File: src/rtl/uart_rx_byte.sv
// 8N1 UART receiver: 2-flop synchronizer, mid-bit sampling, one-cycle rcv / frame_err strobes.
// BAUDRATE is system-clock cycles per bit (4..65535).
module uart_rx_byte #(
  parameter int unsigned BAUDRATE = 104
) (
  input  logic       clk,
  input  logic       rst,
  input  logic       rx,
  output logic [7:0] data,
  output logic       rcv,
  output logic       frame_err,
  output logic       busy
);

  localparam logic [15:0] HALF_LOAD = 16'(BAUDRATE / 2);
  localparam logic [15:0] FULL_LOAD = 16'(BAUDRATE - 1);

  typedef enum logic [2:0] {
    S_IDLE,
    S_START,
    S_DATA,
    S_STOP,
    S_BREAK
  } state_t;

  state_t      state, state_n;
  logic        rx_q1, rx_s;
  logic [15:0] baud_cnt, baud_n;
  logic [2:0]  bit_cnt, bit_n;
  logic [7:0]  shreg, shreg_n;
  logic [7:0]  data_n;
  logic        rcv_n, ferr_n;
  logic        tick;

  assign tick = (baud_cnt == 16'd0);

  // Metastability synchronizer; idles high
  always_ff @(posedge clk or posedge rst) begin
    if (rst) begin
      rx_q1 <= 1'b1;
      rx_s  <= 1'b1;
    end else begin
      rx_q1 <= rx;
      rx_s  <= rx_q1;
    end
  end

  // State and registered outputs
  always_ff @(posedge clk or posedge rst) begin
    if (rst) begin
      state     <= S_IDLE;
      baud_cnt  <= 16'd0;
      bit_cnt   <= 3'd0;
      shreg     <= 8'h00;
      data      <= 8'h00;
      rcv       <= 1'b0;
      frame_err <= 1'b0;
      busy      <= 1'b0;
    end else begin
      state     <= state_n;
      baud_cnt  <= baud_n;
      bit_cnt   <= bit_n;
      shreg     <= shreg_n;
      data      <= data_n;
      rcv       <= rcv_n;
      frame_err <= ferr_n;
      busy      <= (state_n != S_IDLE);
    end
  end

  // Next-state and strobe logic
  always_comb begin
    state_n = state;
    baud_n  = tick ? baud_cnt : (baud_cnt - 16'd1);
    bit_n   = bit_cnt;
    shreg_n = shreg;
    data_n  = data;
    rcv_n   = 1'b0;
    ferr_n  = 1'b0;
    case (state)
      S_IDLE: begin
        if (!rx_s) begin
          state_n = S_START;
          baud_n  = HALF_LOAD;
        end
      end
      S_START: begin
        if (tick) begin
          if (rx_s) begin
            state_n = S_IDLE;
          end else begin
            state_n = S_DATA;
            baud_n  = FULL_LOAD;
            bit_n   = 3'd0;
          end
        end
      end
      S_DATA: begin
        if (tick) begin
          shreg_n = {rx_s, shreg[7:1]};
          bit_n   = bit_cnt + 3'd1;
          baud_n  = FULL_LOAD;
          if (bit_cnt == 3'd7) begin
            state_n = S_STOP;
          end
        end
      end
      S_STOP: begin
        if (tick) begin
          if (rx_s) begin
            data_n  = shreg;
            rcv_n   = 1'b1;
            state_n = S_IDLE;
          end else begin
            ferr_n  = 1'b1;
            state_n = S_BREAK;
          end
        end
      end
      S_BREAK: begin
        // Hold here while the line stays low so it cannot re-trigger a frame
        if (rx_s) begin
          state_n = S_IDLE;
        end
      end
      default: begin
        state_n = S_IDLE;
      end
    endcase
  end

endmodule

File: config.mk
export PLATFORM = sky130hd
export DESIGN_NAME = uart_rx_byte
export DESIGN_NICKNAME = d
export VERILOG_FILES = /design/src/rtl/uart_rx_byte.sv
export SDC_FILE = /design/constraint.sdc
export NUM_CORES = 1
export LEC_CHECK = 0
export ABC_AREA = 1
export BUFFER_PORTS_ARGS = -buffer_cell sky130_fd_sc_hd__clkbuf_2
export CORE_UTILIZATION = 45
export CTS_CLUSTER_DIAMETER = 50
export DETAILED_ROUTE_END_ITERATION = 6
export SYNTH_ARGS = -nofsm -noshare
export SYNTH_HDL_FRONTEND = slang
export SYNTH_SLANG_ARGS = --single-unit
File: constraint.sdc
create_clock -name clk -period 2.41 [get_ports clk]
set_input_delay 0.482 -clock clk [delete_from_list [all_inputs] [get_ports clk]]
set_output_delay 0.482 -clock clk [all_outputs]
set_load 0.05 [all_outputs]
==> run_results.csv, run 1 <==
group,metric,value,unit
clock_network,clockBufferDepth,2,
synth,yosys.area.top_type,"dfrtp_1",
global_routing,grt_pass1_wl,7134,um
die,die_h,71.92,um
cells_and_area,nNetsFinal,289,
synth,synthFlopType,"dfrtp_1",
clock_network,cts_sinks,43,
routing,wl_per_cell,11.56,um
synth,mappedNetlistNets,272,
synth,netlist.area_leader.share,46.64,%
die,initial_core_util,46.57,%
power_and_ir_drop,max-vdd-ir-drop,0.4971,mV
die,io_pins,14,
global_routing,antenna_found_initial,0,
routing,ant_nets,0,
worst_setup_path,cp-start-kind,"flop",
synth,synth.avg_cell_area,8.300,sq um
die,die-area,5172,sq um
worst_setup_path,crit_path_end_kind,"flop",
routing,drt-initial-drc-count,67,
worst_setup_path,cp.required,2.61,ns
global_routing,grt_overflow,0,
die,coreArea,4723,sq um
global_routing,grt_max_degree,44,
cells_and_area,antenna_cells,0,
cells_and_area,fill_cells,454,
placement,io_buffers,13,
worst_setup_path,critPathArrivalTime,2.06,ns
synth,synthTopCellsByCount,"nand2_1, dfrtp_1, nor2_1",
routing,firstDrtPassIters,4,
synth,ys_ff_latch,43,
routing,vias,1655,
sta,relSlewSlack,64.59,%
cells_and_area,final_cells,350,
cells_and_area,drive_gt1_share,19.79,%
clock_network,cts.htree.levels,2,
synth,ys_top_cells_by_area,"dfrtp_1, nand2_1, nor2_1, inv_1, nand3_1",
clock_network,clkSlewWorstSetupHoldPaths,0.08,ns
synth,syn_inst,265,
sta,setup_viol,0,
sta,maxSlewViolCount,0,
sta,hold_viol,0,
sta,fmax,536.6,MHz
status,outcome,"complete, no violations",
clock_network,post-cts-setup-buffers,0,
worst_setup_path,r2r_start,"baud_cnt[0]$_DFF_PP0_",
sta,finalClockSkew,0.005435,ns
clock_network,clk_latency,0.30,ns
global_routing,track_usage,17.84,%
synth,synth_warnings,0,
synth,synth_edf_count,0,
cells_and_area,finish.utilization,51.47,%
placement,dpl.hpwl,2977,um
power_and_ir_drop,leakagePower,1.281,nW
synth,syn_area,2200,sq um
synth,synthArstFlopShare,100.0,%
worst_setup_path,worstPathMaxFanout,9,
clock_network,post_cts_resize_count,0,
routing,drc,0,
sta,fin_crit_sh,77.32,%
global_routing,grt_pass1_vias,1635,
cells_and_area,syn2layout_area_growth,10.52,%
die,rows,25,
placement,place_inst,342,
sta,layout_min_cycle_time,1.863,ns
sta,tightest_slew,0.5311,ns
placement,gp_congestion,0.8308,
worst_setup_path,startpoint,"baud_cnt[0]$_DFF_PP0_",
synth,ys_types,29,
clock_network,cts_tree,"built",
worst_hold_path,hold_class,"input port to flop",
synth,ys_seq_area_share,49.03,%
clock_network,cts_buffers,5,
clock_network,clockRootBuffer,"clkbuf_8",
routing,via_per_inst,4.729,
sta,rsz0062_at_grt,"no",
power_and_ir_drop,power.density,537.7,nW/um^2
die,die_w,71.92,um
worst_hold_path,min_from,"rx",
routing,finalWirelength,4046,um
run,max_cap_viol_count,0,
worst_setup_path,critPathKind,"flop to flop",
sta,fin_setup_tns,0,ns
synth,yosysMostFrequentCell,"nand2_1",
clock_network,cts_hold_buffers,0,
## cells by family (layout without fill, tap and decap cells)
group                    Yosys count  after routing  share of synthesized area (%)
AND/OR/NAND/NOR                  147            147                          31.06
flip-flops                        43             43                          49.03
buffers and inverters             37             55                          7.565
AO/OA/AOI/OAI                     29             29                          8.078
XOR/XNOR                           5              5                          1.991
adder cells (fa/ha/maj)            4              4                          2.275
## registers in the layout (all words and copies together) (netlist names)
register	count
state	3
frame_err	1
busy	1
shreg	8
rx_q1	1
baud_cnt	16
bit_cnt	3
rx_s	1
data	8
rcv	1
## path summary, 6_finish.rpt
check / end / slack, ns / cells past startpoint
worst max-delay path: baud_cnt[0]$_DFF_PP0_ / 0.55 / 10
worst min-delay path: rx_q1$_DFF_PP1_ / 0.26 / 1
worst max register to register: baud_cnt[0]$_DFF_PP0_ / 0.55 / 10
worst min register to register: rx_s$_DFF_PP1_ / 0.36 / 0
max in group asynchronous: rx_q1$_DFF_PP1_ / 1.75 / 3
min in group asynchronous: data[0]$_DFFE_PP0P_ / 0.28 / 3
## critical path: stages, from the launching register on
cell	delay [ns]
dfrtp_1	0.42
inv_1	0.12
ha_1	0.27
nand2_2	0.11
nor2_4	0.17
nand2_4	0.13
ha_1	0.31
nand4_1	0.09
nand2_1	0.05
nand2_1	0.05
nand2_1	0.04
## where the power goes
part / internal (W) / leakage (nW) / switching [W]
clock network: 0.000309 / 0.0581 / 0.000254
registers: 0.000724 / 0.580 / 0.00000217
logic: 0.00000287 / 0.642 / 0.0000154
total: 0.00104 / 1.28 / 0.000272
## final cells by class
class	instances	area [sq um]	area share, %
Clock inverter	3	43.79	1.801
Tap cell	67	83.83	3.448
Multi-Input combinational cell	185	954.7	39.27
Inverter	33	128.9	5.301
Sequential cell	43	1079	44.36
Timing Repair Buffer	14	72.57	2.985
Clock buffer	5	68.82	2.831
## cells in the final DEF, fill, tap and decap left out, types with 6 or more instances in the layout
| master | instances |
|---|---|
| clkbuf_2 | 13 |
| nand3_1 | 14 |
| o21ai_2 | 7 |
| nor2_1 | 34 |
| nand2_1 | 70 |
| dfrtp_1 | 41 |
| inv_1 | 29 |
| o21ai_1 | 12 |
| a21oi_1 | 6 |
## metal layers
metal / part of all wire [%] / track usage (%)
met4: 1.7 / 7.190
met3: 2.6 / 3.750
met2: 46 / 28.20
met5: 0 / 0
met1: 50 / 24.13
## through the flow
step	hold slack [ns]	worst slack [ns]	area (sq um)	total power [W]
global route	0.2373	0.3814	2431	0.001351
floorplan	0.3452	0.7007	2200	0.0007520
detailed placement	0.3472	0.5571	2318	0.0007597
finish	0.2557	0.5465	2431	0.001307
global placement	0.3455	0.6160	2318	0.0007598
CTS	0.2491	0.5387	2431	0.001321
Note: power is estimated with default switching activity, not from simulation.
==> run 2, diff against run 1 <==
- ABC_AREA: 1 -> 0
- clock period: 2.41 -> 1.8 ns (I/O delays scaled with it)
==> run_results.csv, run 2 <==
group,metric,value,unit
power_and_ir_drop,max-vdd-ir-drop,0.3047,mV
cells_and_area,final_cell_mix,"buf_4, dfrtp_1, mux2_4, buf_6, clkbuf_2",
routing,firstDrtPassIters,6,
worst_setup_path,startpoint,"baud_cnt[9]$_DFF_PP0_",
cells_and_area,antenna_cells,0,
clock_network,clkSlewWorstSetupHoldPaths,0.08,ns
worst_setup_path,worstPathMaxFanout,8,
die,io_pins,14,
sta,layout_min_cycle_time,2.180,ns
routing,via_per_inst,5.809,
die,initial_core_util,47.99,%
power_and_ir_drop,power.density,516.6,nW/um^2
synth,synthFlopType,"dfrtp_1",
status,outcome,"complete, but fails checks",
synth,synth.avg_cell_area,10.90,sq um
routing,ant_nets,0,
global_routing,grt_overflow,0,
synth,ys_ff_latch,43,
synth,synth_warnings,0,
clock_network,clk_latency,0.30,ns
worst_setup_path,critPathCapture,"shreg[0]$_DFFE_PP0P_",
worst_setup_path,rrSetupSlack,-0.38,ns
run,max_cap_viol_count,0,
cells_and_area,syn2layout_area_growth,47.90,%
sta,maxSlewViolCount,0,
worst_setup_path,cp.required,1.98,ns
sta,fin_crit_sh,121.1,%
die,rows,24,
sta,finalClockSkew,0.006561,ns
die,coreArea,4474,sq um
worst_setup_path,r2r_end,"shreg[0]$_DFFE_PP0P_",
worst_setup_path,cp_common_cell,"or3_4",
clock_network,cts_buffers,5,
synth,ys_top_cells_by_area,"dfrtp_1, mux2_2, mux2_4, a21oi_1, o21ai_0",
sta,tightest_slew,0.4896,ns
global_routing,grt_max_degree,34,
cells_and_area,largest_reg_flops,16,
cells_and_area,final_common_cell,"buf_4",
synth,syn_inst,197,
synth,synthArstFlopShare,100.0,%
routing,wl_per_cell,16.97,um
global_routing,grt_pass1_wl,8480,um
routing,drt-initial-drc-count,84,
cells_and_area,largest_register,"baud_cnt",
power_and_ir_drop,leakagePower,1.538,nW
worst_setup_path,cp-start-kind,"flop",
synth,mappedNetlistNets,204,
synth,ys_types,44,
cells_and_area,drive_gt1_share,56.25,%
worst_setup_path,critPathKind,"flop to flop",
die,die_h,71.08,um
clock_network,cts_hold_buffers,0,
clock_network,cts_sinks,43,
clock_network,cts.htree.levels,2,
global_routing,track_usage,21.74,%
worst_setup_path,crit_slowest_cell,"or4_4",
sta,setup_viol,33,
sta,fin_setup_tns,-8.243,ns
synth,synthTopCellsByCount,"dfrtp_1, a21oi_1, o21ai_0",
worst_setup_path,crit_path_end_kind,"flop",
synth,synth_edf_count,0,
sta,fin_ws,-0.3800,ns
placement,gp_congestion,0.8230,
sta,rsz0062_at_grt,"yes",
clock_network,clockBufferDepth,2,
worst_hold_path,hold_class,"input port to asynchronous set/reset pin",
routing,drc,4,
die,die_w,71.08,um
sta,relSlewSlack,67.32,%
synth,netlist.area_leader.share,47.79,%
status,violations,"design-rule violations, negative setup slack",
die,die-area,5052,sq um
synth,syn_area,2147,sq um
cells_and_area,nNetsFinal,278,
global_routing,antenna_found_initial,0,
clock_network,cts_tree,"built",
synth,yosysMostFrequentCell,"dfrtp_1",
placement,dpl.hpwl,3534,um
worst_setup_path,ff2ff_path_depth,4,
power_and_ir_drop,p_total,0.001641,W
cells_and_area,top_regs,"baud_cnt (16), data (8), shreg (8)",
placement,place_ws,-0.4278,ns
synth,yosys.area.top_type,"dfrtp_1",
routing,finalWirelength,5498,um
worst_setup_path,path_cells,"or4_4 -> or3_4 -> or3_4 -> mux2_4",
worst_setup_path,r2r_start,"baud_cnt[9]$_DFF_PP0_",
synth,ys_seq_area_share,50.23,%
clock_network,clockRootBuffer,"clkbuf_8",
global_routing,grt_pass1_vias,1834,
worst_setup_path,critPathArrivalTime,2.36,ns
routing,vias,1882,
worst_setup_path,max_stage_delay,0.54,ns
placement,io_buffers,13,
sta,hold_viol,0,
sta,fmax,458.7,MHz
[run 2: cell types whose count changed after synthesis, sizes merged, moves of 5 or more]
| cell | delta |
|---|---|
| or4 | +7 |
| or3 | +6 |
| nor2 | -35 |
| nand2 | -67 |
| nand3 | -10 |
| o31ai | +5 |
| xor2 | -5 |
| mux2 | +19 |
| o21ai | -8 |
| clkbuf | +5 |
| nor4 | +7 |
| a21oi | +9 |
| inv | -24 |
[run 2: metal layers]
layer  GRT usage (%)  share of wire (%)  up-vias
met5               0                  0        -
met4           4.667               0.84        0
met3           4.986                4.1        5
met2           37.29                 52       43
met1           28.23                 43      954
li1                -                  -      880
[run 2: worst min path at each step]
stage / to / depth (start not counted) / slack (ns) / start
floorplan: rx_s$_DFF_PP1_ / 0 / 0.35 / rx_q1$_DFF_PP1_
global placement: rx_s$_DFF_PP1_ / 0 / 0.35 / rx_q1$_DFF_PP1_
detailed placement: rx_s$_DFF_PP1_ / 0 / 0.35 / rx_q1$_DFF_PP1_
CTS: baud_cnt[12]$_DFF_PP0_ / 2 / 0.07 / rst
global route: rcv$_DFF_PP0_ / 2 / 0.1 / rst
finish: baud_cnt[10]$_DFF_PP0_ / 2 / 0.06 / rst
[run 2: worst max-delay path: cells and delay by family (launching register included)]
kind             cells  cell delay, ns
and+or+nand+nor      3            1.37
muxes                1            0.33
DFF                  1            0.38
[run 2: cells by family (layout without fill, tap and decap cells)]
group	count (synthesis)	in the layout	share of synthesized area, %
simple gates	67	67	19.64
compound gates	47	47	13.23
flops	43	43	50.23
mux	19	19	11.19
buf+inv	17	92	3.380
fa+ha+maj	4	4	2.331
[run 2: report_power, final]
group	total, W	switching, W	internal, W
combinational	0.0000385	0.0000279	0.0000106
sequential	0.000971	0.00000154	0.000969
clock	0.000631	0.000354	0.000277
[run 2: final cells by class]
class                   instances  area [sq um]
fillers                       299          1299
clock buffers                   5         68.82
multi-input cells             137          1289
inverters                       9         33.78
repair buffers                 75         615.6
flip-flops and latches         43          1079
clock inverters                 3         25.02
well taps                      52         65.06
[run 2: timing repair]
action / in CTS / in global routing
endpoints found under the setup margin: 37 / 37
pin swaps: 7 / 23
setup buffers: 3 / 13
gates resized for setup: 15 / 56
gates cloned: 0 / 1
[run 2: stage by stage]
stage          instances  utilization [%]  hold WS (ns)  area (sq um)
2_1_floorplan        197                -        0.3452          2203
3_3_place_gp         303            59.98        0.3475          2684
3_5_place_dp         303            59.98        0.3484          2684
4_1_cts              314            64.01       0.06778          2864
5_1_grt              324            70.97       0.09799          3176
6_report             324            70.97       0.05506          3176
